==> src/rtl/rr_arb_pkg.sv <==
// Shared types and constants for the eight-requester round-robin arbiter.
package rr_arb_pkg;

  localparam int unsigned N_REQ        = 8;
  localparam int unsigned IDX_W        = 3;
  localparam int unsigned MAX_HOLD_DEF = 16;
  localparam int unsigned HC_W_DEF     = 8;

  typedef enum logic {
    IDLE  = 1'b0,
    GRANT = 1'b1
  } state_t;

endpackage

==> src/rtl/rr_arbiter_8_if.sv <==
// Request/grant bundle between requesters and the arbiter.
interface rr_arbiter_8_if;
  import rr_arb_pkg::*;

  logic             arb_en;
  logic [N_REQ-1:0] req;
  logic [IDX_W-1:0] gnt_idx;
  logic             gnt_valid;
  logic             gnt_change;

  modport master (
    output arb_en, req,
    input  gnt_idx, gnt_valid, gnt_change
  );

  modport slave (
    input  arb_en, req,
    output gnt_idx, gnt_valid, gnt_change
  );

endinterface

==> src/rtl/rr_pick8.sv <==
// Combinational round-robin search: first requester after ptr, wrapping, ending at ptr.
module rr_pick8
  import rr_arb_pkg::*;
(
  input  logic [N_REQ-1:0] req,
  input  logic [IDX_W-1:0] ptr,
  output logic [IDX_W-1:0] idx,
  output logic             any
);

  logic             found;
  logic [IDX_W-1:0] cand;

  assign any = |req;

  // Scan ptr+1 .. ptr+8 (mod 8); the 3-bit add provides the wrap.
  always_comb begin
    idx   = '0;
    found = 1'b0;
    cand  = '0;
    for (int unsigned k = 1; k <= N_REQ; k++) begin
      cand = ptr + IDX_W'(k);
      if (!found && req[cand]) begin
        idx   = cand;
        found = 1'b1;
      end
    end
  end

endmodule

==> src/rtl/rr_arbiter_8.sv <==
// Eight-requester round-robin arbiter with registered grant index and hold limit.
// Optional feature: define RR_ARB_PRIO0_EN to make requester 0 preempt other holders.
module rr_arbiter_8
  import rr_arb_pkg::*;
#(
  parameter int unsigned MAX_HOLD = MAX_HOLD_DEF,
  parameter int unsigned HC_W     = HC_W_DEF
) (
  input  logic          clk,
  input  logic          rst,
  rr_arbiter_8_if.slave bus
);

  state_t           state_q, state_d;
  logic [IDX_W-1:0] gnt_idx_q, gnt_idx_d;
  logic             gnt_valid_q, gnt_valid_d;
  logic             gnt_change_q, gnt_change_d;
  logic [HC_W-1:0]  hold_cnt_q, hold_cnt_d;
  logic [IDX_W-1:0] last_ptr_q, last_ptr_d;

  logic [IDX_W-1:0] resume_ptr_c;
  logic [IDX_W-1:0] pick_ptr_c;
  logic [IDX_W-1:0] pick_idx_c;
  logic             pick_any_c;
  logic             release_c;

`ifdef RR_ARB_PRIO0_EN
  logic             pre_q, pre_d;
  logic [IDX_W-1:0] pre_ptr_q, pre_ptr_d;

  // After a preemption by requester 0, fairness resumes from the preempted holder.
  assign resume_ptr_c = pre_q ? pre_ptr_q : gnt_idx_q;
`else
  assign resume_ptr_c = gnt_idx_q;
`endif

  assign pick_ptr_c = (state_q == GRANT) ? resume_ptr_c : last_ptr_q;

  assign release_c = !bus.req[gnt_idx_q] ||
                     ((MAX_HOLD != 0) && (hold_cnt_q == HC_W'(MAX_HOLD)));

  rr_pick8 u_pick (
    .req (bus.req),
    .ptr (pick_ptr_c),
    .idx (pick_idx_c),
    .any (pick_any_c)
  );

  // State and grant registers.
  always_ff @(posedge clk) begin
    if (rst) begin
      state_q      <= IDLE;
      gnt_idx_q    <= '0;
      gnt_valid_q  <= 1'b0;
      gnt_change_q <= 1'b0;
      hold_cnt_q   <= '0;
      last_ptr_q   <= IDX_W'(N_REQ - 1);
`ifdef RR_ARB_PRIO0_EN
      pre_q        <= 1'b0;
      pre_ptr_q    <= '0;
`endif
    end else begin
      state_q      <= state_d;
      gnt_idx_q    <= gnt_idx_d;
      gnt_valid_q  <= gnt_valid_d;
      gnt_change_q <= gnt_change_d;
      hold_cnt_q   <= hold_cnt_d;
      last_ptr_q   <= last_ptr_d;
`ifdef RR_ARB_PRIO0_EN
      pre_q        <= pre_d;
      pre_ptr_q    <= pre_ptr_d;
`endif
    end
  end

  // Next-state and next-grant decision.
  always_comb begin
    state_d      = state_q;
    gnt_idx_d    = gnt_idx_q;
    gnt_valid_d  = gnt_valid_q;
    gnt_change_d = 1'b0;
    hold_cnt_d   = hold_cnt_q;
    last_ptr_d   = last_ptr_q;
`ifdef RR_ARB_PRIO0_EN
    pre_d        = pre_q;
    pre_ptr_d    = pre_ptr_q;
`endif
    case (state_q)
      IDLE: begin
        gnt_valid_d = 1'b0;
        if (bus.arb_en && pick_any_c) begin
          state_d      = GRANT;
          gnt_idx_d    = pick_idx_c;
          gnt_valid_d  = 1'b1;
          gnt_change_d = 1'b1;
          hold_cnt_d   = HC_W'(1);
        end
      end
      GRANT: begin
        if (!bus.arb_en) begin
          state_d     = IDLE;
          gnt_valid_d = 1'b0;
          hold_cnt_d  = '0;
          last_ptr_d  = resume_ptr_c;
`ifdef RR_ARB_PRIO0_EN
          pre_d       = 1'b0;
        end else if (bus.req[0] && (gnt_idx_q != '0)) begin
          gnt_idx_d    = '0;
          gnt_change_d = 1'b1;
          hold_cnt_d   = HC_W'(1);
          pre_d        = 1'b1;
          pre_ptr_d    = gnt_idx_q;
`endif
        end else if (release_c) begin
          last_ptr_d = resume_ptr_c;
`ifdef RR_ARB_PRIO0_EN
          pre_d      = 1'b0;
`endif
          if (pick_any_c) begin
            gnt_idx_d    = pick_idx_c;
            gnt_change_d = 1'b1;
            hold_cnt_d   = HC_W'(1);
          end else begin
            state_d     = IDLE;
            gnt_valid_d = 1'b0;
            hold_cnt_d  = '0;
          end
        end else if (hold_cnt_q != '1) begin
          hold_cnt_d = hold_cnt_q + HC_W'(1);
        end
      end
      default: begin
        state_d     = IDLE;
        gnt_valid_d = 1'b0;
      end
    endcase
  end

  assign bus.gnt_idx    = gnt_idx_q;
  assign bus.gnt_valid  = gnt_valid_q;
  assign bus.gnt_change = gnt_change_q;

endmodule

==> src/flat_wrapper.sv <==
// flat-port wrapper written by rule: the top's interface ports become plain ports
module rr_arbiter_8_flat import rr_arb_pkg::*;
#(
  parameter int unsigned MAX_HOLD = MAX_HOLD_DEF,
  parameter int unsigned HC_W     = HC_W_DEF
)
  (clk, rst, bus_arb_en, bus_req, bus_gnt_idx, bus_gnt_valid, bus_gnt_change);
  rr_arbiter_8_if bus_i ();
  input  logic clk;
  input  logic rst;
  input wire logic [$bits(bus_i.arb_en)-1:0] bus_arb_en;
  input wire logic [$bits(bus_i.req)-1:0] bus_req;
  output wire logic [$bits(bus_i.gnt_idx)-1:0] bus_gnt_idx;
  output wire logic [$bits(bus_i.gnt_valid)-1:0] bus_gnt_valid;
  output wire logic [$bits(bus_i.gnt_change)-1:0] bus_gnt_change;
  assign bus_i.arb_en = bus_arb_en;
  assign bus_i.req = bus_req;
  assign bus_gnt_idx = bus_i.gnt_idx;
  assign bus_gnt_valid = bus_i.gnt_valid;
  assign bus_gnt_change = bus_i.gnt_change;
  rr_arbiter_8 #(.MAX_HOLD(MAX_HOLD), .HC_W(HC_W)) u_core (.clk(clk), .rst(rst), .bus(bus_i));
endmodule
==> config.mk <==
export PLATFORM = sky130hd
export DESIGN_NAME = rr_arbiter_8_flat
export DESIGN_NICKNAME = d
export VERILOG_FILES = /design/src/rtl/rr_arb_pkg.sv /design/src/rtl/rr_arbiter_8_if.sv /design/src/rtl/rr_pick8.sv /design/src/rtl/rr_arbiter_8.sv /design/src/flat_wrapper.sv
export SDC_FILE = /design/constraint.sdc
export NUM_CORES = 1
export LEC_CHECK = 0
export ABC_AREA = 1
export CAP_MARGIN = 20
export CORE_MARGIN = 2
export CORE_UTILIZATION = 60
export DETAILED_ROUTE_END_ITERATION = 8
export GPL_TIMING_DRIVEN = 0
export PLACE_DENSITY = 0.82
export SLEW_MARGIN = 20
export SYNTH_ARGS = -nofsm -noshare
export SYNTH_HDL_FRONTEND = slang
export SYNTH_SLANG_ARGS = --single-unit
==> constraint.sdc <==
create_clock -name clk -period 4.63 [get_ports clk]
set_input_delay 1.1575 -clock clk [delete_from_list [all_inputs] [get_ports clk]]
set_output_delay 1.1575 -clock clk [all_outputs]
set_load 0.01 [all_outputs]
==> results_tabular.tex, run 1 <==
\begin{tabular}{lr}
\hline
Metric & Value \\
\hline
\multicolumn{2}{l}{\textbf{Status}} \\
\quad Outcome & completed \\
\multicolumn{2}{l}{\textbf{Power}} \\
\quad Leak pwr & 0.00101 uW \\
\quad Worst vdd rail ir drop & 285 uV \\
\quad Power density cells & 317 nW/um2 \\
\multicolumn{2}{l}{\textbf{STA}} \\
\quad Worst slew margin & 68.4\% \\
\quad Worst Clk Skew & 0.00400 ns \\
\quad Final setup margin & 1.63 ns \\
\quad Unrepaired setup endpoints after global routing & false \\
\quad Actual transition at the worst max-transition pin & 0.474 ns \\
\quad Part of the cycle the worst path needs & 64.9\% \\
\quad Setup TNS Final & 0 ns \\
\quad Final setup vio count & 0 \\
\quad Final count of hold timing violations & 0 \\
\quad Fmax achieved & 333 MHz \\
\quad Minimum clock period & 3.00 ns \\
\quad Final max-slew violation count & 0 \\
\multicolumn{2}{l}{\textbf{Yosys}} \\
\quad Number of unique standard cell types used by synthesis & 34 \\
\quad Flop and latch count out of synthesis & 17 \\
\quad Top FF cell, synth & sky130\_fd\_sc\_hd\_\_dfxtp\_1 \\
\quad Share of flip-flops with an asynchronous set or reset after synthesis & 0\% \\
\quad Instance count of the mapped netlist & 314 \\
\quad Number of enable flip-flop cells after synthesis & 0 \\
\quad Post-synthesis average cell area & 6.04 um2 \\
\quad Portion of the post-synthesis area used by sequential elements & 17.9\% \\
\quad Synthesized cell area & 1900 um2 \\
\quad Synth warn & 0 \\
\quad Mapped Nets & 329 \\
\multicolumn{2}{l}{\textbf{Floorplanning}} \\
\quad Number of top-level pins & 16 \\
\quad Cell Rows & 20 \\
\quad Core Footprint & 3030 um2 \\
\quad Initial cell density of the core & 62.6\% \\
\quad Die height & 60.2 um \\
\quad Die Footprint & 3630 um2 \\
\quad Horiz. Die Dim & 60.2 um \\
\multicolumn{2}{l}{\textbf{Clocking}} \\
\quad CTS max path bufs & 2 \\
\quad Number of hold-repair buffers added at the cts stage & 0 \\
\quad Clock network latency to the later pin of the worst-skew pair & 0.30 ns \\
\quad Cell chosen for the clock root & sky130\_fd\_sc\_hd\_\_clkbuf\_4 \\
\quad Number of buffers inserted to repair setup after CTS & 0 \\
\quad Sinks on the clock net & 17 \\
\quad Num CTS Buffers & 3 \\
\quad Number of gates resized after CTS & 0 \\
\quad Clk pin slew, worst setup/hold paths & 0.09 ns \\
\quad CTS tree & yes \\
\quad Number of H-tree levels & 1 \\
\multicolumn{2}{l}{\textbf{Global route}} \\
\quad Number of global-route vias before repair & 1,732 \\
\quad Total Routing Usage GR & 28.1\% \\
\quad Number of antenna violations at the first check in global routing & 0 \\
\quad Wire length of the first global-routing pass & 7750 um \\
\quad GRT Residual Overflow & 0 \\
\quad Largest net degree at the start of global routing & 11 \\
\multicolumn{2}{l}{\textbf{Setup path}} \\
\quad Critical Path AT & 3.18 ns \\
\quad Category of the worst setup path launch point & input port \\
\quad Worst reg2reg path startpoint & u\_core.state\_q\$\_SDFF\_PP0\_ \\
\quad Data required time of the worst path & 4.81 ns \\
\quad Kind of end point of the critical path & flop \\
\quad Top fanout value on the critical path & 5 \\
\quad Critical Path Source & bus\_req[3] \\
\quad Critical path type & in -> reg \\
\multicolumn{2}{l}{\textbf{Final layout}} \\
\quad Layout cell share with drive strength beyond 1 & 17.7\% \\
\quad Antenna fix cells & 0 \\
\quad Final net count & 349 \\
\quad Non-Filler Cell Area, Final & 2130 um2 \\
\quad Layout-stage area growth over the synthesis result & 12.3\% \\
\multicolumn{2}{l}{\textbf{Routing}} \\
\quad Detail Route Antenna Nets & 0 \\
\quad Routed wire length & 4760 um \\
\quad Number of search-and-repair iterations in the first detailed-routing pass & 5 \\
\quad Vias per std cell & 5.49 \\
\quad DRC violation count after routing & 0 \\
\quad Starting DRT DRC Count & 175 \\
\quad DR vias & 2,068 \\
\quad Per-cell routed wire length & 12.6 um \\
\multicolumn{2}{l}{\textbf{Placement}} \\
\quad Post-detailed-placement half-perimeter wirelength & 3810 um \\
\quad Number of I/O port buffers & 15 \\
\quad Worst slack at placement & 1.32 ns \\
\quad Weighted congestion reported at the end of routability-driven placement & 0.919 \\
\quad Placed standard-cell area & 2100 um2 \\
\multicolumn{2}{l}{\textbf{Run}} \\
\quad Max-cap check violation count & 0 \\
\multicolumn{2}{l}{\textbf{Hold path}} \\
\quad Worst hold start & u\_core.bus.gnt\_valid\$\_SDFFE\_PP0P\_ \\
\quad Kind of path behind the tightest hold check & reg -> reg \\
\hline
\end{tabular}
## power breakdown
part | internal (uW) | switching [uW] | total [uW]
clock network | 32.3 | 48.5 | 80.8
logic | 148 | 277 | 425
registers | 158 | 11.5 | 169
## kinds of logic (layout without fill, tap and decap cells)
group,count (synthesis),after routing,share of synthesized area (%)
adders and majority gates,4,4,2.64
buffers and inverters,51,70,12.1
DFF,17,17,17.9
xor gates and xnor gates,1,1,0.462
AOI/OAI and AO/OA,37,37,11.3
and+or+nand+nor,204,204,55.5
## routing by layer
metal / global-route usage (%) / up-vias / part of all wire (%) / wire length [um]
li1: - / 1072 / - / -
met1: 41.6 / 929 / 51 / 2410
met2: 44.6 / 61 / 42 / 2010
met3: 4.11 / 6 / 6.7 / 321
met4: 2.54 / 0 / 0.57 / 27
met5: 0 / - / 0 / 0
## cell usage after synthesis, types with 2 or more instances
cell                      number  area [um2]
sky130_fd_sc_hd__a21oi_1      11        55.1
sky130_fd_sc_hd__a21oi_2       2        17.5
sky130_fd_sc_hd__and2_1        2        12.5
sky130_fd_sc_hd__buf_4         2        15.0
sky130_fd_sc_hd__buf_6         4        45.0
sky130_fd_sc_hd__dfxtp_1      17         340
sky130_fd_sc_hd__ha_1          4        50.1
sky130_fd_sc_hd__inv_1        38         143
sky130_fd_sc_hd__inv_2         5        18.8
sky130_fd_sc_hd__nand2_1      86         323
sky130_fd_sc_hd__nand2_2      15        93.8
sky130_fd_sc_hd__nand2_4       3        33.8
sky130_fd_sc_hd__nand3_1      46         230
sky130_fd_sc_hd__nand3_2      14         140
sky130_fd_sc_hd__nand4_1       8        50.1
sky130_fd_sc_hd__nor2_1       15        56.3
sky130_fd_sc_hd__nor2_2        3        18.8
sky130_fd_sc_hd__nor2_4        2        22.5
sky130_fd_sc_hd__nor3_1        4        20.0
sky130_fd_sc_hd__nor4_1        2        12.5
sky130_fd_sc_hd__o21ai_0      14        70.1
sky130_fd_sc_hd__o21ai_1       5        25.0
## layout make-up
| class | count | area (um2) |
|---|---|---|
| fill | 297 | 898 |
| sequential | 17 | 340 |
| buffer | 8 | 68.8 |
| multi-input combinational | 246 | 1330 |
| tap | 44 | 55.1 |
| timing repair buffer | 15 | 150 |
| clock inverter | 1 | 5.00 |
| inverter | 43 | 161 |
| clock buffer | 3 | 22.5 |
## state kept, by name, summed over array words and instances, names as in the netlist
name and cells:
u_core.bus.gnt_idx 3, u_core.state_q 1, u_core.hold_cnt_q 8, u_core.last_ptr_q 3, u_core.bus.gnt_change 1, u_core.bus.gnt_valid 1
## critical path, stage by stage
cell and delay (ns):
sky130_fd_sc_hd__clkdlybuf4s50_1 0.55, sky130_fd_sc_hd__inv_1 0.12, sky130_fd_sc_hd__nand2_1 0.07, sky130_fd_sc_hd__o21ai_0 0.09
sky130_fd_sc_hd__o21ai_0 0.16, sky130_fd_sc_hd__nand2_1 0.06, sky130_fd_sc_hd__nand2_1 0.05, sky130_fd_sc_hd__and2_4 0.14
sky130_fd_sc_hd__inv_1 0.06, sky130_fd_sc_hd__o21ai_1 0.33, sky130_fd_sc_hd__inv_1 0.13, sky130_fd_sc_hd__nand2_1 0.09
sky130_fd_sc_hd__inv_1 0.04, sky130_fd_sc_hd__nand2_1 0.07, sky130_fd_sc_hd__a21oi_2 0.05
## per-stage QoR
step	util, %	cells	hold WS (ns)	power, uW
detailed placement	69.4	373	0.452	588
CTS	70.3	377	0.487	669
global placement	69.4	373	0.460	580
floorplan	-	314	0.463	491
global route	70.3	377	0.524	729
finish	70.3	377	0.482	675
## cell usage in the layout, fill, tap and decap left out, types with 2 or more instances in the layout
cell,n
sky130_fd_sc_hd__nand2_1,86
sky130_fd_sc_hd__nand3_1,46
sky130_fd_sc_hd__inv_1,38
sky130_fd_sc_hd__dfxtp_1,17
sky130_fd_sc_hd__nand2_2,15
sky130_fd_sc_hd__nor2_1,15
sky130_fd_sc_hd__clkdlybuf4s50_1,15
sky130_fd_sc_hd__o21ai_0,14
sky130_fd_sc_hd__nand3_2,14
sky130_fd_sc_hd__a21oi_1,11
sky130_fd_sc_hd__nand4_1,8
sky130_fd_sc_hd__inv_2,5
sky130_fd_sc_hd__o21ai_1,5
sky130_fd_sc_hd__buf_6,4
sky130_fd_sc_hd__nor3_1,4
sky130_fd_sc_hd__ha_1,4
sky130_fd_sc_hd__nand2_4,3
sky130_fd_sc_hd__nor2_2,3
sky130_fd_sc_hd__clkbuf_4,3
sky130_fd_sc_hd__buf_4,2
sky130_fd_sc_hd__nor4_1,2
sky130_fd_sc_hd__nor2_4,2
sky130_fd_sc_hd__and2_1,2
sky130_fd_sc_hd__a21oi_2,2
## worst paths after layout
check                                  endpoint  slack [ns]  depth (start not counted)
max          u_core.bus.gnt_idx[1]$_SDFFE_PP0P_        1.63                         15
min           u_core.bus.gnt_valid$_SDFFE_PP0P_        0.48                          1
max reg2reg  u_core.bus.gnt_idx[2]$_SDFFE_PP0P_        1.72                         19
min reg2reg   u_core.bus.gnt_valid$_SDFFE_PP0P_        0.48                          1
Note: power is estimated with default switching activity, not from simulation.
==> inputs of run 2 (changes only) <==
--- a/config.mk
+++ b/config.mk
@@ -8,10 +8,10 @@
 export ABC_AREA = 1
 export CAP_MARGIN = 20
 export CORE_MARGIN = 2
-export CORE_UTILIZATION = 60
+export CORE_UTILIZATION = 59
 export DETAILED_ROUTE_END_ITERATION = 8
 export GPL_TIMING_DRIVEN = 0
-export PLACE_DENSITY = 0.82
+export PLACE_DENSITY = 0.81
 export SLEW_MARGIN = 20
 export SYNTH_ARGS = -nofsm -noshare
 export SYNTH_HDL_FRONTEND = slang
==> constraint.sdc (replaced) <==
create_clock -name clk -period 2.81 [get_ports clk]
set_input_delay 0.7025 -clock clk [delete_from_list [all_inputs] [get_ports clk]]
set_output_delay 0.7025 -clock clk [all_outputs]
set_load 0.01 [all_outputs]
==> results_tabular.tex, run 2 (same netlist as run 1, synthesis figures left out) <==
\begin{tabular}{lr}
\hline
Metric & Value \\
\hline
\multicolumn{2}{l}{\textbf{Setup path}} \\
\quad Kind of end point of the critical path & flop (unchanged) \\
\quad Critical Path AT & 2.77 ns (was 3.18 ns) \\
\quad Category of the worst setup path launch point & flop (was input port) \\
\quad Worst reg2reg path startpoint & u\_core.state\_q\$\_SDFF\_PP0\_ (unchanged) \\
\quad Data required time of the worst path & 2.99 ns (was 4.81 ns) \\
\quad Worst reg-to-reg setup slack & 0.21 ns (was 1.72 ns) \\
\quad Capture point of the worst reg-to-reg path & u\_core.bus.gnt\_idx[1]\$\_SDFFE\_PP0P\_ (was u\_core.bus.gnt\_idx[2]\$\_SDFFE\_PP0P\_) \\
\quad Path depth of the worst reg2reg path & 19 (unchanged) \\
\quad Top fanout value on the critical path & 9 (was 5) \\
\quad Critical path type & reg -> reg (was in -> reg) \\
\multicolumn{2}{l}{\textbf{Global route}} \\
\quad Number of antenna violations at the first check in global routing & 0 (unchanged) \\
\quad Wire length of the first global-routing pass & 7980 um (was 7750 um) \\
\quad GRT Residual Overflow & 0 (unchanged) \\
\quad Largest net degree at the start of global routing & 12 (was 11) \\
\quad Total Routing Usage GR & 28.2\% (was 28.1\%) \\
\quad Number of global-route vias before repair & 1,765 (was 1,732) \\
\multicolumn{2}{l}{\textbf{STA}} \\
\quad Fmax achieved & 385 MHz \\
\quad Minimum clock period & 2.60 ns \\
\quad Part of the cycle the worst path needs & 92.4\% \\
\quad Unrepaired setup endpoints after global routing & false (unchanged) \\
\quad Final count of hold timing violations & 0 (unchanged) \\
\quad Worst Clk Skew & 0.0109 ns (was 0.00400 ns) \\
\quad Worst slew margin & 65.5\% (was 68.4\%) \\
\quad Final setup vio count & 0 (unchanged) \\
\quad Actual transition at the worst max-transition pin & 0.518 ns (was 0.474 ns) \\
\quad Final max-slew violation count & 0 (unchanged) \\
\quad Final setup margin & 0.212 ns (was 1.63 ns) \\
\multicolumn{2}{l}{\textbf{Clocking}} \\
\quad Clock network latency to the later pin of the worst-skew pair & 0.30 ns (about the same) \\
\quad CTS max path bufs & 2 (unchanged) \\
\quad Clk pin slew, worst setup/hold paths & 0.11 ns (was 0.09 ns) \\
\quad Sinks on the clock net & 17 (unchanged) \\
\quad Num CTS Buffers & 3 (unchanged) \\
\quad Cell chosen for the clock root & sky130\_fd\_sc\_hd\_\_clkbuf\_4 (unchanged) \\
\quad CTS tree & yes (unchanged) \\
\quad Number of H-tree levels & 1 (unchanged) \\
\multicolumn{2}{l}{\textbf{Placement}} \\
\quad Post-detailed-placement half-perimeter wirelength & 3750 um (was 3810 um) \\
\quad Weighted congestion reported at the end of routability-driven placement & 0.927 (was 0.919) \\
\quad Number of I/O port buffers & 15 (unchanged) \\
\quad Worst slack at placement & -0.0407 ns (was 1.32 ns) \\
\multicolumn{2}{l}{\textbf{Power}} \\
\quad Logic pwr share & 63.7\% (was 63.0\%) \\
\quad Power density cells & 519 nW/um2 (was 317 nW/um2) \\
\quad Switching power share of the total & 49.7\% (was 49.9\%) \\
\quad Internal power component & 579 uW (was 338 uW) \\
\quad Leak pwr & 0.00104 uW (was 0.00101 uW) \\
\quad Sequential cell fraction of total power & 24.6\% (was 25.1\%) \\
\quad Clock power share & 11.7\% (was 12.0\%) \\
\quad Sw power & 572 uW (was 337 uW) \\
\quad Worst vdd rail ir drop & 386 uV (was 285 uV) \\
\multicolumn{2}{l}{\textbf{Routing}} \\
\quad Routed wire length & 4830 um (was 4760 um) \\
\quad Detail Route Antenna Nets & 0 (unchanged) \\
\quad Vias per std cell & 5.59 (was 5.49) \\
\quad DRC violation count after routing & 0 (unchanged) \\
\quad Number of search-and-repair iterations in the first detailed-routing pass & 5 (unchanged) \\
\quad Starting DRT DRC Count & 173 (was 175) \\
\quad Per-cell routed wire length & 12.7 um (was 12.6 um) \\
\quad DR vias & 2,129 (was 2,068) \\
\multicolumn{2}{l}{\textbf{Final layout}} \\
\quad Layout cell share with drive strength beyond 1 & 20.5\% (was 17.7\%) \\
\quad Util after Layout & 72.6\% (was 70.3\%) \\
\quad Flip-flop count of the largest register, all copies and words added & 8 (unchanged) \\
\quad Layout-stage area growth over the synthesis result & 16.8\% (was 12.3\%) \\
\quad Most common library cell in the layout ignoring fill and taps & sky130\_fd\_sc\_hd\_\_nand2\_1 (unchanged) \\
\quad Antenna fix cells & 0 (unchanged) \\
\quad Final net count & 353 (was 349) \\
\quad Top register by number of flip-flops & u\_core.hold\_cnt\_q (unchanged) \\
\quad Commonest non-fill, non-tap cells in the layout & 86 x sky130\_fd\_sc\_hd\_\_nand2\_1, 43 x sky130\_fd\_sc\_hd\_\_nand3\_1, 37 x sky130\_fd\_sc\_hd\_\_inv\_1, 16 x sky130\_fd\_sc\_hd\_\_nand3\_2 (was 86 x sky130\_fd\_sc\_hd\_\_nand2\_1, 46 x sky130\_fd\_sc\_hd\_\_nand3\_1, 38 x sky130\_fd\_sc\_hd\_\_inv\_1, 17 x sky130\_fd\_sc\_hd\_\_dfxtp\_1) \\
\multicolumn{2}{l}{\textbf{Floorplanning}} \\
\quad Number of top-level pins & 16 (unchanged) \\
\quad Die height & 60.7 um (was 60.2 um) \\
\quad Horiz. Die Dim & 60.7 um (was 60.2 um) \\
\quad Core Footprint & 3050 um2 (was 3030 um2) \\
\quad Initial cell density of the core & 62.1\% (was 62.6\%) \\
\quad Cell Rows & 20 (unchanged) \\
\quad Die Footprint & 3680 um2 (was 3630 um2) \\
\multicolumn{2}{l}{\textbf{Hold path}} \\
\quad Number of instances on the worst hold path & 1 (unchanged) \\
\quad Kind of path behind the tightest hold check & reg -> reg (unchanged) \\
\quad Worst hold start & u\_core.bus.gnt\_valid\$\_SDFFE\_PP0P\_ (unchanged) \\
\quad Endpoint with the worst hold slack & u\_core.bus.gnt\_valid\$\_SDFFE\_PP0P\_ (unchanged) \\
\multicolumn{2}{l}{\textbf{Status}} \\
\quad Outcome & completed (unchanged) \\
\multicolumn{2}{l}{\textbf{Run}} \\
\quad Max-cap check violation count & 0 (unchanged) \\
\hline
\end{tabular}
-- run 2: changes by cell type in the layout (fill, tap and decap cells not counted), sizes merged --
cell      delta
clkinvlp     +1
buf          +4
clkinv       -1
-- run 2: cell type report --
cell class	instances	area [um2]
repair buffers	19	180
multi-input cells	246	1350
well taps	44	55.1
clock buffers	3	22.5
clock inverters	1	7.51
flip-flops and latches	17	345
plain buffers	8	82.6
fillers	290	837
inverters	43	169
-- run 2: worst max path at each step --
stage                                    startpoint                                  to  slack (ns)  cells past startpoint
after CTS                 u_core.state_q$_SDFF_PP0_  u_core.bus.gnt_idx[2]$_SDFFE_PP0P_        0.07                     19
after global routing      u_core.state_q$_SDFF_PP0_  u_core.bus.gnt_idx[2]$_SDFFE_PP0P_        0.03                     19
after detailed placement                 bus_req[3]  u_core.bus.gnt_idx[1]$_SDFFE_PP0P_       -0.04                     15
after floorplan           u_core.state_q$_SDFF_PP0_  u_core.bus.gnt_idx[2]$_SDFFE_PP0P_        0.35                     19
final                     u_core.state_q$_SDFF_PP0_  u_core.bus.gnt_idx[1]$_SDFFE_PP0P_        0.21                     19
after global placement                   bus_req[3]  u_core.bus.gnt_idx[1]$_SDFFE_PP0P_      -0.009                     15
-- run 2: metal layers --
metal	global-route usage [%]	part of all wire [%]	vias to the layer above
met4	3.73	0.19	0
met5	0	0	-
met2	42.7	43	79
met1	43.3	50	973
met3	4.26	6.3	2
li1	-	-	1075
-- run 2: power groups by stage --
stage	clock network, uW	registers [uW]	logic, uW
after global placement	0	286	674
after floorplan	0	287	522
after global routing	147	286	812
final	135	284	733
after detailed placement	0	287	680
after CTS	137	282	684
-- run 2: critical path, cell delays in order (launching register included) --
cell and delay, ns:
sky130_fd_sc_hd__dfxtp_4 0.38, sky130_fd_sc_hd__inv_4 0.12, sky130_fd_sc_hd__nand2_4 0.10, sky130_fd_sc_hd__nand2_4 0.08
sky130_fd_sc_hd__buf_8 0.13, sky130_fd_sc_hd__inv_1 0.06, sky130_fd_sc_hd__ha_1 0.28, sky130_fd_sc_hd__buf_6 0.15
sky130_fd_sc_hd__inv_6 0.08, sky130_fd_sc_hd__nand3_2 0.11, sky130_fd_sc_hd__nand3_2 0.11, sky130_fd_sc_hd__nand2_2 0.08
sky130_fd_sc_hd__inv_2 0.08, sky130_fd_sc_hd__nand4_2 0.12, sky130_fd_sc_hd__nor2_4 0.19, sky130_fd_sc_hd__nand4_1 0.13
sky130_fd_sc_hd__nand2_1 0.10, sky130_fd_sc_hd__inv_1 0.04, sky130_fd_sc_hd__nand2_1 0.07, sky130_fd_sc_hd__a21oi_2 0.05
-- run 2: repair_timing --
action	in CTS	in global routing
buffers inserted	0	4
endpoints found under the setup margin	1	3
pin swaps	0	1
hold buffers	0	0
resized for setup	1	16
-- run 2: per-stage QoR --
| stage | power [uW] | hold slack [ns] | setup TNS, ns | instances | area, um2 |
|---|---|---|---|---|---|
| after detailed placement | 967 | 0.463 | -0.0850 | 373 | 2100 |
| after global placement | 960 | 0.449 | -0.00948 | 373 | 2100 |
| after floorplan | 809 | 0.463 | 0 | 314 | 1900 |
| after CTS | 1100 | 0.488 | 0 | 377 | 2130 |
| after global routing | 1250 | 0.499 | 0 | 381 | 2220 |
| final | 1150 | 0.481 | 0 | 381 | 2220 |
==> inputs of run 3 (changes only) <==
--- a/config.mk
+++ b/config.mk
@@ -9,8 +9,9 @@
 export CAP_MARGIN = 20
 export CORE_MARGIN = 2
 export CORE_UTILIZATION = 59
+export CTS_CLUSTER_SIZE = 24
 export DETAILED_ROUTE_END_ITERATION = 8
-export GPL_TIMING_DRIVEN = 0
+export GPL_TIMING_DRIVEN = 1
 export PLACE_DENSITY = 0.81
 export SLEW_MARGIN = 20
 export SYNTH_ARGS = -nofsm -noshare
==> results_tabular.tex, run 3 (same netlist as run 1, synthesis figures left out) <==
\begin{tabular}{lr}
\hline
Metric & Value \\
\hline
\multicolumn{2}{l}{\textbf{Setup path}} \\
\quad Worst reg2reg path startpoint & u\_core.state\_q\$\_SDFF\_PP0\_ (unchanged) \\
\quad Critical path type & reg -> reg (unchanged) \\
\quad Data required time of the worst path & 3.00 ns (was 2.99 ns) \\
\quad Worst setup path endpoint & u\_core.bus.gnt\_idx[2]\$\_SDFFE\_PP0P\_ (was u\_core.bus.gnt\_idx[1]\$\_SDFFE\_PP0P\_) \\
\quad Critical Path AT & 2.77 ns (about the same) \\
\quad Worst reg-to-reg setup slack & 0.23 ns (was 0.21 ns) \\
\quad Path depth of the worst reg2reg path & 17 (was 19) \\
\quad Top fanout value on the critical path & 7 (was 9) \\
\quad Kind of end point of the critical path & flop (unchanged) \\
\quad Category of the worst setup path launch point & flop (unchanged) \\
\quad Capture point of the worst reg-to-reg path & u\_core.bus.gnt\_idx[2]\$\_SDFFE\_PP0P\_ (was u\_core.bus.gnt\_idx[1]\$\_SDFFE\_PP0P\_) \\
\quad Critical Path Source & u\_core.state\_q\$\_SDFF\_PP0\_ (unchanged) \\
\multicolumn{2}{l}{\textbf{Global route}} \\
\quad Wire length of the first global-routing pass & 7960 um (was 7980 um) \\
\quad Number of antenna violations at the first check in global routing & 0 (unchanged) \\
\quad GRT Residual Overflow & 0 (unchanged) \\
\quad Largest net degree at the start of global routing & 13 (was 12) \\
\quad Number of global-route vias before repair & 1,765 (unchanged) \\
\quad Total Routing Usage GR & 27.8\% (was 28.2\%) \\
\multicolumn{2}{l}{\textbf{Final layout}} \\
\quad Commonest non-fill, non-tap cells in the layout & 86 x sky130\_fd\_sc\_hd\_\_nand2\_1, 46 x sky130\_fd\_sc\_hd\_\_nand3\_1, 38 x sky130\_fd\_sc\_hd\_\_inv\_1, 16 x sky130\_fd\_sc\_hd\_\_dfxtp\_1 (was 86 x sky130\_fd\_sc\_hd\_\_nand2\_1, 43 x sky130\_fd\_sc\_hd\_\_nand3\_1, 37 x sky130\_fd\_sc\_hd\_\_inv\_1, 16 x sky130\_fd\_sc\_hd\_\_nand3\_2) \\
\quad Most common library cell in the layout ignoring fill and taps & sky130\_fd\_sc\_hd\_\_nand2\_1 (unchanged) \\
\quad Top register by number of flip-flops & u\_core.hold\_cnt\_q (unchanged) \\
\quad Layout-stage area growth over the synthesis result & 13.2\% (was 16.8\%) \\
\quad Final net count & 352 (was 353) \\
\quad Antenna fix cells & 0 (unchanged) \\
\quad Fill cells & 306 (was 290) \\
\quad Flip-flop count of the largest register, all copies and words added & 8 (unchanged) \\
\quad Layout cell share with drive strength beyond 1 & 19.0\% (was 20.5\%) \\
\multicolumn{2}{l}{\textbf{STA}} \\
\quad Actual transition at the worst max-transition pin & 0.482 ns (was 0.518 ns) \\
\quad Part of the cycle the worst path needs & 91.8\% (was 92.4\%) \\
\quad Worst slew margin & 67.8\% (was 65.5\%) \\
\quad Final setup margin & 0.230 ns (was 0.212 ns) \\
\quad Setup TNS Final & 0 ns (unchanged) \\
\quad Minimum clock period & 2.58 ns (was 2.60 ns) \\
\quad Final setup vio count & 0 (unchanged) \\
\quad Unrepaired setup endpoints after global routing & false (unchanged) \\
\quad Worst Clk Skew & 0.00504 ns (was 0.0109 ns) \\
\quad Final count of hold timing violations & 0 (unchanged) \\
\quad Fmax achieved & 388 MHz (was 385 MHz) \\
\quad Final max-slew violation count & 0 (unchanged) \\
\multicolumn{2}{l}{\textbf{Routing}} \\
\quad Vias per std cell & 5.61 (was 5.59) \\
\quad DRC violation count after routing & 0 (unchanged) \\
\quad Detail Route Antenna Nets & 0 (unchanged) \\
\quad Routed wire length & 4850 um (was 4830 um) \\
\quad Per-cell routed wire length & 12.8 um (was 12.7 um) \\
\quad Starting DRT DRC Count & 181 (was 173) \\
\quad Number of search-and-repair iterations in the first detailed-routing pass & 5 (unchanged) \\
\quad DR vias & 2,133 (was 2,129) \\
\multicolumn{2}{l}{\textbf{Clocking}} \\
\quad CTS tree & yes (unchanged) \\
\quad Num CTS Buffers & 3 (unchanged) \\
\quad CTS max path bufs & 2 (unchanged) \\
\quad Cell chosen for the clock root & sky130\_fd\_sc\_hd\_\_clkbuf\_4 (unchanged) \\
\quad Sinks on the clock net & 17 (unchanged) \\
\quad Number of buffers inserted to repair setup after CTS & 0 (unchanged) \\
\quad Clk pin slew, worst setup/hold paths & 0.11 ns (about the same) \\
\quad Number of H-tree levels & 1 (unchanged) \\
\quad Clock network latency to the later pin of the worst-skew pair & 0.30 ns (about the same) \\
\multicolumn{2}{l}{\textbf{Floorplanning}} \\
\quad Core Footprint & 3050 um2 (unchanged) \\
\quad Die height & 60.7 um (unchanged) \\
\quad Horiz. Die Dim & 60.7 um (unchanged) \\
\quad Cell Rows & 20 (unchanged) \\
\quad Die Footprint & 3680 um2 (unchanged) \\
\quad Number of top-level pins & 16 (unchanged) \\
\quad Initial cell density of the core & 62.1\% (unchanged) \\
\multicolumn{2}{l}{\textbf{Placement}} \\
\quad Number of I/O port buffers & 15 (unchanged) \\
\quad Worst slack at placement & 0.0546 ns (was -0.0407 ns) \\
\quad Post-detailed-placement half-perimeter wirelength & 3810 um (was 3750 um) \\
\quad Weighted congestion reported at the end of routability-driven placement & 0.962 (was 0.927) \\
\multicolumn{2}{l}{\textbf{Power}} \\
\quad Leak pwr & 0.00102 uW (was 0.00104 uW) \\
\quad Power density cells & 528 nW/um2 (was 519 nW/um2) \\
\quad Worst vdd rail ir drop & 365 uV (was 386 uV) \\
\multicolumn{2}{l}{\textbf{Hold path}} \\
\quad Kind of path behind the tightest hold check & reg -> reg (unchanged) \\
\multicolumn{2}{l}{\textbf{Run}} \\
\quad Max-cap check violation count & 0 (unchanged) \\
\multicolumn{2}{l}{\textbf{Status}} \\
\quad Outcome & completed (unchanged) \\
\hline
\end{tabular}
==> run 3: how the worst min path moves through the flow <==
stage,start,slack (ns),cells after the start,end
floorplan,u_core.last_ptr_q[1]$_SDFFE_PP1P_,0.46,2,u_core.last_ptr_q[1]$_SDFFE_PP1P_
global placement,u_core.bus.gnt_valid$_SDFFE_PP0P_,0.45,1,u_core.bus.gnt_valid$_SDFFE_PP0P_
detailed placement,u_core.bus.gnt_valid$_SDFFE_PP0P_,0.46,1,u_core.bus.gnt_valid$_SDFFE_PP0P_
CTS,u_core.bus.gnt_valid$_SDFFE_PP0P_,0.49,1,u_core.bus.gnt_valid$_SDFFE_PP0P_
global route,u_core.bus.gnt_valid$_SDFFE_PP0P_,0.52,1,u_core.bus.gnt_valid$_SDFFE_PP0P_
finish,u_core.bus.gnt_valid$_SDFFE_PP0P_,0.49,1,u_core.bus.gnt_valid$_SDFFE_PP0P_
==> run 3: cell type report <==
class                   instances  area [um2]  share of cell area [%]
multi-input cells             246        1330                    61.8
flip-flops and latches         17         342                    15.9
repair buffers                 26         233                    10.8
inverters                      43         161                    7.52
well taps                      44        55.1                    2.56
clock buffers                   3        22.5                    1.05
clock inverters                 1        7.51                   0.350
==> run 3: worst max-delay path: stages (launching register included) <==
cell and delay (ns):
sky130_fd_sc_hd__dfxtp_2 0.41, sky130_fd_sc_hd__buf_4 0.20, sky130_fd_sc_hd__nand2_4 0.06, sky130_fd_sc_hd__nand2_2 0.07, sky130_fd_sc_hd__inv_1 0.06, sky130_fd_sc_hd__ha_1 0.29, sky130_fd_sc_hd__inv_1 0.23, sky130_fd_sc_hd__nand3_1 0.20
sky130_fd_sc_hd__nand3_2 0.11, sky130_fd_sc_hd__nand2_2 0.08, sky130_fd_sc_hd__inv_2 0.08, sky130_fd_sc_hd__nand4_2 0.13, sky130_fd_sc_hd__nor2_4 0.15, sky130_fd_sc_hd__nand3_2 0.11, sky130_fd_sc_hd__nor2_1 0.10, sky130_fd_sc_hd__nor2_1 0.04
sky130_fd_sc_hd__nand2_1 0.08, sky130_fd_sc_hd__a21oi_2 0.05
==> run 3: where the power goes <==
part	leakage (uW)	internal [uW]	total, uW	switching [uW]
combinational	0.000867	253	714	461
sequential	0.000140	260	278	17.6
clock	0.0000139	54.3	141	87.2
total	0.00102	568	1130	565
==> run 3: metal layers <==
metal  track usage, %  part of all wire (%)  vias up
li1                 -                     -     1075
met1             43.3                    48      967
met2             42.2                    43       83
met3             3.84                   7.9        8
met4             2.80                  0.78        0
met5                0                     0        -
==> run 3: timing repair <==
action | CTS | global route
hold buffers | 0 | 0
setup endpoints to repair | 0 | 2
gates resized for setup | 0 | 1
==> run 3: metrics by stage <==
| stage | hold slack, ns | cell area (um2) | std cells | utilization [%] | power, uW |
|---|---|---|---|---|---|
| after floorplan | 0.463 | 1900 | 314 | - | 809 |
| after global placement | 0.452 | 2120 | 376 | 69.3 | 977 |
| after detailed placement | 0.457 | 2120 | 376 | 69.3 | 984 |
| after CTS | 0.489 | 2150 | 380 | 70.3 | 1120 |
| after global routing | 0.518 | 2150 | 380 | 70.3 | 1220 |
| final | 0.486 | 2150 | 380 | 70.3 | 1130 |
